## src/rtl/moving_average_filter.sv

```systemverilog
`default_nettype none
// +--------------------------------------------------------------------------+
// | Module      : moving_average_filter                                      |
// | Description : Boxcar filter, rounded mean of the last 2**LOG2_LEN samples |
// |               with a history-clearing sequencer.                          |
// | Revision    : 1.0                                                        |
// +--------------------------------------------------------------------------+
module moving_average_filter #(
  parameter int DATA_WIDTH = 16,
  parameter int LOG2_LEN   = 4
) (
  input  logic                         clk_i,
  input  logic                         arstn_i,
  input  logic                         clear_i,
  input  logic                         sample_valid_i,
  input  logic signed [DATA_WIDTH-1:0] data_i,
  output logic signed [DATA_WIDTH-1:0] data_o,
  output logic                         data_valid_o,
  output logic                         ready_o,
  output logic                         drop_o
);

  localparam int c_LEN   = 1 << LOG2_LEN;
  localparam int c_ACC_W = DATA_WIDTH + LOG2_LEN;
  localparam logic [LOG2_LEN-1:0] c_PTR_LAST = '1;
  localparam logic signed [c_ACC_W:0] c_HALF = {{c_ACC_W{1'b0}}, 1'b1} << (LOG2_LEN - 1);

  typedef enum logic [0:0] {
    ST_CLEAR = 1'b0,
    ST_RUN   = 1'b1
  } state_t;

  state_t                         r_state;
  state_t                         w_state_nxt;
  logic        [LOG2_LEN-1:0]     r_ptr;
  logic signed [DATA_WIDTH-1:0]   r_buf [c_LEN];
  logic signed [DATA_WIDTH-1:0]   r_s1_x;
  logic signed [DATA_WIDTH-1:0]   r_s1_old;
  logic                           r_s1_v;
  logic                           r_s2_v;
  logic signed [c_ACC_W-1:0]      r_acc;
  logic signed [c_ACC_W:0]        w_sum;
  logic signed [DATA_WIDTH-1:0]   r_data;
  logic                           r_data_valid;
  logic                           r_drop;
  logic                           w_accept;
  logic                           w_clearing;
  logic                           w_buf_we;
  logic signed [DATA_WIDTH-1:0]   w_buf_wd;

  always_ff @(posedge clk_i or negedge arstn_i) begin
    if (!arstn_i) begin
      r_state <= ST_CLEAR;
    end else begin
      r_state <= w_state_nxt;
    end
  end

  always_comb begin
    w_state_nxt = r_state;
    case (r_state)
      ST_CLEAR: if (!clear_i && (r_ptr == c_PTR_LAST)) w_state_nxt = ST_RUN;
      ST_RUN:   if (clear_i) w_state_nxt = ST_CLEAR;
      default:  w_state_nxt = ST_CLEAR;
    endcase
  end

  assign ready_o    = (r_state == ST_RUN);
  assign w_clearing = (r_state == ST_CLEAR);
  // A clear request in the same cycle as a sample always wins.
  assign w_accept   = ready_o & sample_valid_i & ~clear_i;
  assign w_buf_we   = w_accept | w_clearing;
  assign w_buf_wd   = w_clearing ? '0 : data_i;
  assign w_sum      = {r_acc[c_ACC_W-1], r_acc} + c_HALF;

  always_ff @(posedge clk_i) begin
    if (w_buf_we) begin
      r_buf[r_ptr] <= w_buf_wd;
    end
  end

  always_ff @(posedge clk_i or negedge arstn_i) begin
    if (!arstn_i) begin
      r_ptr        <= '0;
      r_s1_x       <= '0;
      r_s1_old     <= '0;
      r_s1_v       <= 1'b0;
      r_s2_v       <= 1'b0;
      r_acc        <= '0;
      r_data       <= '0;
      r_data_valid <= 1'b0;
      r_drop       <= 1'b0;
    end else begin
      r_drop <= sample_valid_i & (~ready_o | clear_i);

      if (clear_i) begin
        r_ptr <= '0;
      end else if (w_buf_we) begin
        r_ptr <= r_ptr + 1'b1;
      end

      // Read-before-write: the sample leaving the window is captured here.
      if (w_accept) begin
        r_s1_x   <= data_i;
        r_s1_old <= r_buf[r_ptr];
      end

      if (clear_i || w_clearing) begin
        r_s1_v       <= 1'b0;
        r_s2_v       <= 1'b0;
        r_acc        <= '0;
        r_data_valid <= 1'b0;
      end else begin
        r_s1_v       <= w_accept;
        r_s2_v       <= r_s1_v;
        r_data_valid <= r_s2_v;
        if (r_s1_v) begin
          r_acc <= r_acc + {{LOG2_LEN{r_s1_x[DATA_WIDTH-1]}}, r_s1_x}
                         - {{LOG2_LEN{r_s1_old[DATA_WIDTH-1]}}, r_s1_old};
        end
        if (r_s2_v) begin
          r_data <= DATA_WIDTH'(w_sum >>> LOG2_LEN);
        end
      end
    end
  end

  assign data_o       = r_data;
  assign data_valid_o = r_data_valid;
  assign drop_o       = r_drop;

endmodule
`default_nettype wire

```

## config.mk

```make
export PLATFORM = sky130hd
export DESIGN_NAME = moving_average_filter
export DESIGN_NICKNAME = d
export VERILOG_FILES = /design/src/rtl/moving_average_filter.sv
export SDC_FILE = /design/constraint.sdc
export NUM_CORES = 1
export LEC_CHECK = 0
export CORE_ASPECT_RATIO = 0.6
export CORE_MARGIN = 2
export CORE_UTILIZATION = 25
export CTS_BUF_LIST = sky130_fd_sc_hd__clkbuf_2 sky130_fd_sc_hd__clkbuf_4 sky130_fd_sc_hd__clkbuf_8
export DETAILED_ROUTE_END_ITERATION = 16
export GPL_TIMING_DRIVEN = 1
export PLACE_DENSITY_LB_ADDON = 0.1
export SLEW_MARGIN = 20
export SYNTH_ARGS = -nofsm -noshare
export SYNTH_HDL_FRONTEND = slang
export SYNTH_SLANG_ARGS = --single-unit
```

## constraint.sdc

```tcl
create_clock -name clk_i -period 3.85 [get_ports clk_i]
set_input_delay 0.77 -clock clk_i [delete_from_list [all_inputs] [get_ports clk_i]]
set_output_delay 0.77 -clock clk_i [all_outputs]
set_load 0.05 [all_outputs]
```

==> reports/qor.csv, run 1 <==
metric;value;unit
outcome;completed;
routed vias;7795;
post-synth top area share;0.5289;
R2R Path Start;r_acc[4];
area of the multi-input gates;4473;sq um
CTS tree;done;
Worst-Margin Slew;0.9209;ns
capturing point of the worst reg2reg path;r_acc[19];
Routed WL;37580;um
Most used DFF post-synth;edfxtp_1;
Net Count, Synth;961;
die area;60150;sq um
Fmax achieved;292.9;MHz
asr flop ratio synth;0.2312;
hold_buf cts;0;
MaxCap Viol Count;0;
CTS root buf;clkbuf_8;
PostCTS Resize Cnt;0;
Tot Pwr;8.089;mW
Layout Nets;1047;
buffers added on ports;38;
synthesized cell area;14540;sq um
Die Width;315.3;um
core area;57520;sq um
Post-DP HPWL;26520;um
Final Max Slew Viols;0;
fillers;5817;
grt ovf;0;
clock-pin slew on the worst setup and hold paths;0.07;ns
Initial DRC Count;643;
cell taking the most area after synthesis;edfxtp_1;
endpoints failing setup;0;
setup slack after placement;0.5664;ns
Post-Syn Instances;896;
Worst Hold Class;in -> async;
Leakage;6.205;nW
row count;68;
Crit Path Category;reg -> reg;
RSZ-0062 raised after global routing;no;
synth top area cells;edfxtp_1 53%, dfrtp_1 13%, mux4_2 12%;
Die Y;190.8;um
Peak VDD IR;217.2;uV
Pre-antenna DRT Iters;7;
R2R depth;11;
total setup buffers inserted after CTS;0;
Setup WS post-layout;0.4357;ns
TritonCTS buffer count;50;
PD cells;472.4;nW/um^2
Via density;4.355;
CP max stage cell;or4b_1;
routed length per instance;20.99;um
GR Layer Usage met1;0.2199;
R2R setup slack;0.44;ns
clk sink count;333;
io pins;39;
vias in the first global route;8028;
slowest stage delay, CP;0.56;ns
sequential fraction of the synthesis area;0.6614;
Initial Util;0.2527;
Netlist cell types;44;
Worst Setup End Kind;flip-flop;
Period minus WS final;3.414;ns
crit path DAT;3.94;ns
initial antenna violation count;2;
number of synthesized flops with an enable pin;256;
antenna-violating nets left;0;
Required @ worst endpoint;4.37;ns
flops & latches, synth;333;
critical path, cell by cell;inv_1 -> fa_1 -> inv_1 -> ha_1 -> a21o_1 -> a31oi_1 -> a21o_1 -> a211oi_1 -> or4b_1 -> a211oi_1 -> o21bai_1;
Critical Path Start Type;flip-flop;
grt peak-use layer;met1;
Slew HR;0.3861;
Syn. warnings;0;
Antenna diodes;0;
clk_lat worst skew;0.61;ns
Bufs on Longest Clock Path;3;
P&R area growth vs syn;17.79;%
endpoints failing hold;0;
first-pass GRT wire length;56160;um
GR Util All Layers;0.1282;
syn_area_per_cell;16.22;sq um
Final Cycle Share;0.8868;
DRC Markers;0;
Final Skew;0.03212;ns
largest net degree at the start of global routing;37;
GPL Wtd Cong;0.7927;
met2 usage;0.1565;
CP Max Fanout;5;
Reg area;9623;sq um
H-tree Lvls;2;
Fin Setup TNS;0;ns
layout cells sized above 1;0.2314;
GRT met3 Usage;0.02534;
==> worst max-delay path: cells and delay by family, from the launching register on <==
family,cells,cell delay [ns]
buffers and inverters,2,0.12
DFF,1,0.39
AOI/OAI and AO/OA,6,1.44
adders and majority gates,2,0.84
and+or+nand+nor,1,0.56
==> where the power goes <==
part | internal (mW) | switching [mW]
Sequential | 3.93 | 0.0653
Combinational | 0.443 | 0.605
Clock | 1.62 | 1.43
==> cells by family (layout without fill, tap and decap cells) <==
family | Yosys count | count (layout) | synth area share
and+or+nand+nor | 163 | 163 | 0.05294
buffers and inverters | 123 | 247 | 0.03426
DFF | 333 | 333 | 0.6614
AOI/OAI and AO/OA | 91 | 91 | 0.03796
xor gates and xnor gates | 32 | 32 | 0.01928
adders and majority gates | 45 | 45 | 0.04855
muxes | 109 | 109 | 0.1456
==> worst max path at each step <==
stage                          from     endpoint  depth (start not counted)
after detailed placement   r_acc[4]    r_acc[19]                         11
after global routing      r_acc[14]    r_acc[19]                         10
after CTS                  r_acc[4]    r_acc[19]                         11
final                      r_acc[4]    r_acc[19]                         11
after global placement    r_acc[14]    r_acc[19]                         10
after floorplan             clear_i  r_buf[3][0]                          6
==> flip-flops by register name, summed over array words and instances (netlist names) <==
| register | cells |
|---|---|
| r_buf | 256 |
| r_acc | 20 |
| data_o | 16 |
| r_s1_old | 16 |
| r_s1_x | 16 |
| r_ptr | 4 |
| data_valid_o | 1 |
| drop_o | 1 |
| r_s1_v | 1 |
| r_s2_v | 1 |
| ready_o | 1 |
==> area by class of cell <==
class / instances / share of cell area
Clock buffer: 63 / 0.04626
Clock inverter: 27 / 0.01308
Inverter: 80 / 0.01754
Multi-Input combinational cell: 440 / 0.2613
Sequential cell: 333 / 0.5620
Tap cell: 770 / 0.05627
Timing Repair Buffer: 77 / 0.04355
==> synth_stat cells (8+ instances only) <==
master	n
nand3_1	15
a21oi_1	14
nand4_1	9
and2_1	21
mux2_2	17
dfrtp_1	77
nor3_1	8
o21ai_0	25
inv_1	80
clkbuf_1	27
xor2_1	8
ha_1	26
o21ai_1	14
edfxtp_1	256
nor2_1	32
a21o_1	11
mux4_2	80
xnor2_1	24
mux2i_1	10
fa_1	19
nand2_1	61
==> layout by cell type, fill, tap and decap left out, types with 9 or more instances in the layout <==
cell,Yosys,layout
edfxtp_1,256,256
mux4_2,80,80
inv_1,80,80
dfrtp_1,77,74
nand2_1,61,61
clkbuf_8,0,51
clkdlybuf4s50_1,0,37
buf_4,0,34
ha_1,26,26
o21ai_0,25,25
xnor2_1,24,24
and2_1,21,21
nor2_1,32,20
fa_1,19,19
mux2_2,17,17
nand3_1,15,15
a21oi_1,14,14
o21ai_1,14,14
nor2_2,0,12
clkbuf_4,0,12
a21o_1,11,11
clkinv_1,0,11
clkinv_2,0,11
mux2i_1,10,10
nand4_1,9,9
==> metrics by stage <==
| step | cell area (sq um) | instances | utilization | hold WS (ns) |
|---|---|---|---|---|
| final | 17120 | 1790 | 0.2977 | 0.1288 |
| after global routing | 17120 | 1790 | 0.2977 | 0.1164 |
| after CTS | 17120 | 1790 | 0.2977 | 0.09356 |
| after detailed placement | 16110 | 1700 | 0.2800 | 0.4775 |
| after global placement | 16110 | 1700 | 0.2800 | 0.4690 |
| after floorplan | 14540 | 896 | - | 0.4744 |
==> per-layer routing <==
metal	part of all wire	up-vias
met3	0.039	49
met5	0	-
li1	-	3526
met2	0.37	132
met4	0.017	0
met1	0.57	4088
Note: power is estimated with default switching activity, not from simulation.
==> run 2, diff against run 1 <==
- CTS_BUF_LIST: sky130_fd_sc_hd__clkbuf_2 sky130_fd_sc_hd__clkbuf_4 sky130_fd_sc_hd__clkbuf_8 -> unset
- SKIP_CTS_REPAIR_TIMING: unset -> 1
==> run 2 against run 1 <==
First-iteration DRC count shrank 5.6%. Clock power about the same. Utilization hardly changed. Worst setup slack better by 0.016 ns. Global-route usage down 0.16 points. Non-clock buffer count stayed put. Clock-buffer cell count is 22 lower. Routed wire length down 1.2%. Critical path type unchanged. Sequential power is essentially flat. Sequential share of layout area rose by 0.082 points. Hold slack better by 0.085 ns. Via count decreased by 1.5%.
==> reports/qor.csv, run 2 (synthesis results as in run 1) <==
metric;value;unit
outcome;completed;
largest net degree at the start of global routing;37;
Die Y;190.8;um
row count;68;
Reg with most FFs;r_buf;
PD cells;473.3;nW/um^2
routed vias;7678;
capturing point of the worst reg2reg path;r_acc[19];
Comb power frac;0.129;
slowest stage delay, CP;0.57;ns
CP startpoint;r_acc[4];
clock-pin slew on the worst setup and hold paths;0.07;ns
Final Skew;0.02130;ns
Via density;4.360;
CP max stage cell;or4b_1;
setup slack after placement;0.5664;ns
DRC Markers;0;
Finished Layout Cells;1761;
Worst-Margin Slew;0.9018;ns
critical path, cell by cell;inv_1 -> fa_1 -> inv_1 -> ha_1 -> a21o_1 -> a31oi_1 -> a21o_1 -> a211oi_1 -> or4b_1 -> a211oi_1 -> o21bai_1;
Layout Nets;1031;
TritonCTS buffer count;34;
Period minus WS final;3.398;ns
RSZ-0062 raised after global routing;no;
layout cells sized above 1;0.2069;
R2R setup slack;0.45;ns
clock power share;0.377;
Sequential Power Share;0.493;
Routed WL;37140;um
Peak VDD IR;301.6;uV
Pre-antenna DRT Iters;4;
first-pass GRT wire length;55590;um
H-tree Lvls;2;
MaxCap Viol Count;0;
Initial Util;0.2527;
Leakage;6.158;nW
Fin Setup TNS;0;ns
Slew HR;0.3988;
clk_lat worst skew;0.53;ns
Worst Setup End Kind;flip-flop;
endpoints failing setup;0;
post-layout utilization of the core;0.2973;
max reg flops;256;
io pins;39;
Post-DP HPWL;26520;um
Power Internal;6.011;mW
Critical Path Start Type;flip-flop;
R2R depth;11;
core area;57520;sq um
Required @ worst endpoint;4.30;ns
clk sink count;333;
GR Util All Layers;0.1265;
GPL Wtd Cong;0.7927;
vias in the first global route;7856;
Antenna diodes;0;
CTS tree;done;
Initial DRC Count;607;
buffers added on ports;38;
Final Max Slew Viols;0;
antenna-violating nets left;0;
CTS root buf;clkbuf_16;
switching fraction of total power;0.2571;
Sw Pwr;2.080;mW
commonest non-fill, non-tap cells in the layout;256 x edfxtp_1, 80 x mux4_2, 80 x inv_1, 74 x dfrtp_1, 61 x nand2_1;
largest registers;r_buf x256, r_acc x20;
routed length per instance;21.09;um
P&R area growth vs syn;17.62;%
Placed Cells;1700;
grt ovf;0;
Bufs on Longest Clock Path;3;
Crit Path Category;reg -> reg;
Setup WS post-layout;0.4520;ns
CP Max Fanout;5;
R2R Path Start;r_acc[4];
Die Width;315.3;um
Fmax achieved;294.3;MHz
initial antenna violation count;2;
most common cell after layout, fill and taps aside;edfxtp_1;
endpoints failing hold;0;
die area;60150;sq um
crit path DAT;3.85;ns
Final Cycle Share;0.8826;
Worst Hold Class;in -> async;
[run 2: cell type report]
type	count	area, sq um
well taps	770	963.4
inverters	80	300.3
clock buffers	41	877.1
clock inverters	20	113.9
flip-flops and latches	333	9623
repair buffers	77	745.7
multi-input cells	440	4473
fillers	5794	40420
[run 2: per-stage QoR]
| stage | hold WS [ns] | area (sq um) | power, mW |
|---|---|---|---|
| 2_1_floorplan | 0.4744 | 14540 | 4.728 |
| 3_3_place_gp | 0.4690 | 16110 | 5.137 |
| 3_5_place_dp | 0.4775 | 16110 | 5.116 |
| 4_1_cts | 0.1969 | 17100 | 8.227 |
| 5_1_grt | 0.2215 | 17100 | 8.466 |
| 6_report | 0.2142 | 17100 | 8.091 |
[run 2: worst max-delay path: cells and delay by family, from the launching register on]
family          cells  cell delay [ns]
simple gates        1             0.57
fa+ha+maj           2             0.84
buf+inv             2             0.12
compound gates      6             1.41
flops               1             0.39
[run 2: per-layer routing]
| layer | part of all wire | vias up | GRT usage |
|---|---|---|---|
| met4 | 0.014 | 0 | 0.02461 |
| met5 | 0 | - | 0 |
| met2 | 0.37 | 109 | 0.1557 |
| li1 | - | 3494 | - |
| met3 | 0.034 | 36 | 0.02175 |
| met1 | 0.58 | 4039 | 0.2199 |
[run 2: power by group through the flow]
| stage | clock, mW | combinational [mW] | sequential, mW |
|---|---|---|---|
| after floorplan | 0 | 0.701 | 4.03 |
| after global placement | 0 | 1.07 | 4.07 |
| after detailed placement | 0 | 1.05 | 4.07 |
| after CTS | 3.18 | 1.05 | 4.00 |
| after global routing | 3.32 | 1.14 | 4.00 |
| final | 3.05 | 1.05 | 3.99 |
[run 2: worst max-delay path by stage]
stage	to	slack (ns)	cells after the start
2_1_floorplan	r_buf[3][0]	0.48	6
3_5_place_dp	r_acc[19]	0.57	11
4_1_cts	r_acc[19]	0.56	11
5_1_grt	r_acc[19]	0.32	10
6_report	r_acc[19]	0.45	11
3_3_place_gp	r_acc[19]	0.60	10
==> run 3, diff against run 2 <==
- clock period: 3.85 -> 3 ns (I/O delays scaled with it)
==> run 3 against run 2 <==
Worst setup slack worse by 0.38 ns. Fmax is 16% higher. Hold slack worse by 0.13 ns. Final area rose by 5.7%. Sequential power rose by 28%. Global-route usage increased by 1.1 points. Routed wire length up 7.9%. Combinational power up 59%. Largest power group unchanged.
==> reports/qor.csv, run 3 (synthesis results as in run 1) <==
metric;value;unit
outcome;completed;
Worst Setup End Kind;flip-flop;
first-pass GRT wire length;59410;um
Final Max Slew Viols;0;
Bufs on Longest Clock Path;3;
Required @ worst endpoint;3.45;ns
max reg flops;256;
antenna-violating nets left;0;
DRC Markers;0;
GR Util All Layers;0.1374;
Post-DP HPWL;28640;um
MaxCap Viol Count;0;
fillers;5733;
Crit Path Category;reg -> reg;
Period minus WS final;2.932;ns
GPL Wtd Cong;0.7829;
Via density;4.340;
Worst Hold Class;in -> async;
Critical Path End;r_acc[18];
Fmax achieved;341.1;MHz
Reg with most FFs;r_buf;
P&R area growth vs syn;24.30;%
Die Y;190.8;um
vias in the first global route;8350;
Antenna diodes;0;
Fin Setup TNS;0;ns
initial antenna violation count;0;
most common cell after layout, fill and taps aside;edfxtp_1;
Die Width;315.3;um
capturing point of the worst reg2reg path;r_acc[18];
row count;68;
R2R depth;11;
Peak VDD IR;356.2;uV
CP startpoint;r_acc[12];
layout cells sized above 1;0.2876;
Leakage;6.593;nW
CTS tree;done;
routed length per instance;21.85;um
CTS root buf;clkbuf_16;
buffers added on ports;38;
setup slack after placement;-0.1624;ns
clock-pin slew on the worst setup and hold paths;0.07;ns
CP Max Fanout;6;
clk_lat worst skew;0.55;ns
die area;60150;sq um
R2R setup slack;0.07;ns
Initial Util;0.2527;
PD cells;602.1;nW/um^2
clk sink count;333;
Worst-Margin Slew;0.7476;ns
largest registers;r_buf x256, r_acc x20;
H-tree Lvls;2;
largest net degree at the start of global routing;47;
R2R Path Start;r_acc[12];
Hold Slack;0.08799;ns
Pre-antenna DRT Iters;4;
Routed WL;40080;um
Finished Layout Cells;1834;
Initial DRC Count;562;
crit path DAT;3.38;ns
routed vias;7959;
Placed Cells;1768;
endpoints failing hold;0;
endpoints failing setup;0;
TritonCTS buffer count;34;
core area;57520;sq um
Final Skew;0.02082;ns
Final Cycle Share;0.9772;
Critical Path Start Type;flip-flop;
Tot Pwr;10.88;mW
io pins;39;
commonest non-fill, non-tap cells in the layout;256 x edfxtp_1, 93 x buf_4, 80 x mux4_2, 77 x inv_1, 74 x dfrtp_1;
Slew HR;0.5016;
Layout Nets;1105;
RSZ-0062 raised after global routing;yes;
Setup WS post-layout;0.06843;ns
grt ovf;0;
[run 3: critical path, stage by stage (launching register included)]
cell     delay, ns
dfrtp_1       0.40
inv_1         0.10
fa_1          0.49
inv_1         0.07
ha_4          0.28
buf_4         0.14
and2_1        0.28
nand4_1       0.20
o31ai_2       0.35
buf_4         0.17
mux2_1        0.30
o31ai_1       0.06
[run 3: per-layer routing]
layer / vias to the layer above / GRT usage / routed length, um
met5: - / 0 / 0
met1: 4163 / 0.2376 / 23560
li1: 3650 / - / -
met2: 105 / 0.1705 / 14700
met4: 0 / 0.02260 / 527
met3: 41 / 0.02588 / 1292
[run 3: worst min path at each step]
stage,startpoint,to,slack [ns]
global route,arstn_i,data_o[2],0.12
global placement,data_o[2],data_o[2],0.46
finish,arstn_i,r_acc[0],0.09
CTS,arstn_i,r_s1_v,0.09
floorplan,arstn_i,data_o[0],0.30
detailed placement,data_o[1],data_o[1],0.47
[run 3: final cells by class]
| type | instances | area (sq um) | area share |
|---|---|---|---|
| Timing Repair Buffer | 151 | 1489 | 0.08241 |
| Multi-Input combinational cell | 440 | 4652 | 0.2575 |
| Inverter | 80 | 300.3 | 0.01662 |
| Tap cell | 770 | 963.4 | 0.05332 |
| Sequential cell | 333 | 9620 | 0.5325 |
| Clock inverter | 18 | 87.58 | 0.004848 |
| Clock buffer | 42 | 954.7 | 0.05284 |
[run 3: metrics by stage]
step / instance area [sq um] / utilization
3_5_place_dp: 16830 / 0.2926
2_1_floorplan: 14560 / -
4_1_cts: 17870 / 0.3107
5_1_grt: 18070 / 0.3141
6_report: 18070 / 0.3141
3_3_place_gp: 16830 / 0.2926
[run 3: power breakdown]
part           switching (mW)  internal [mW]
Clock                    1.85           2.26
Sequential             0.0618           5.04
Combinational           0.895          0.772
Total                    2.81           8.07
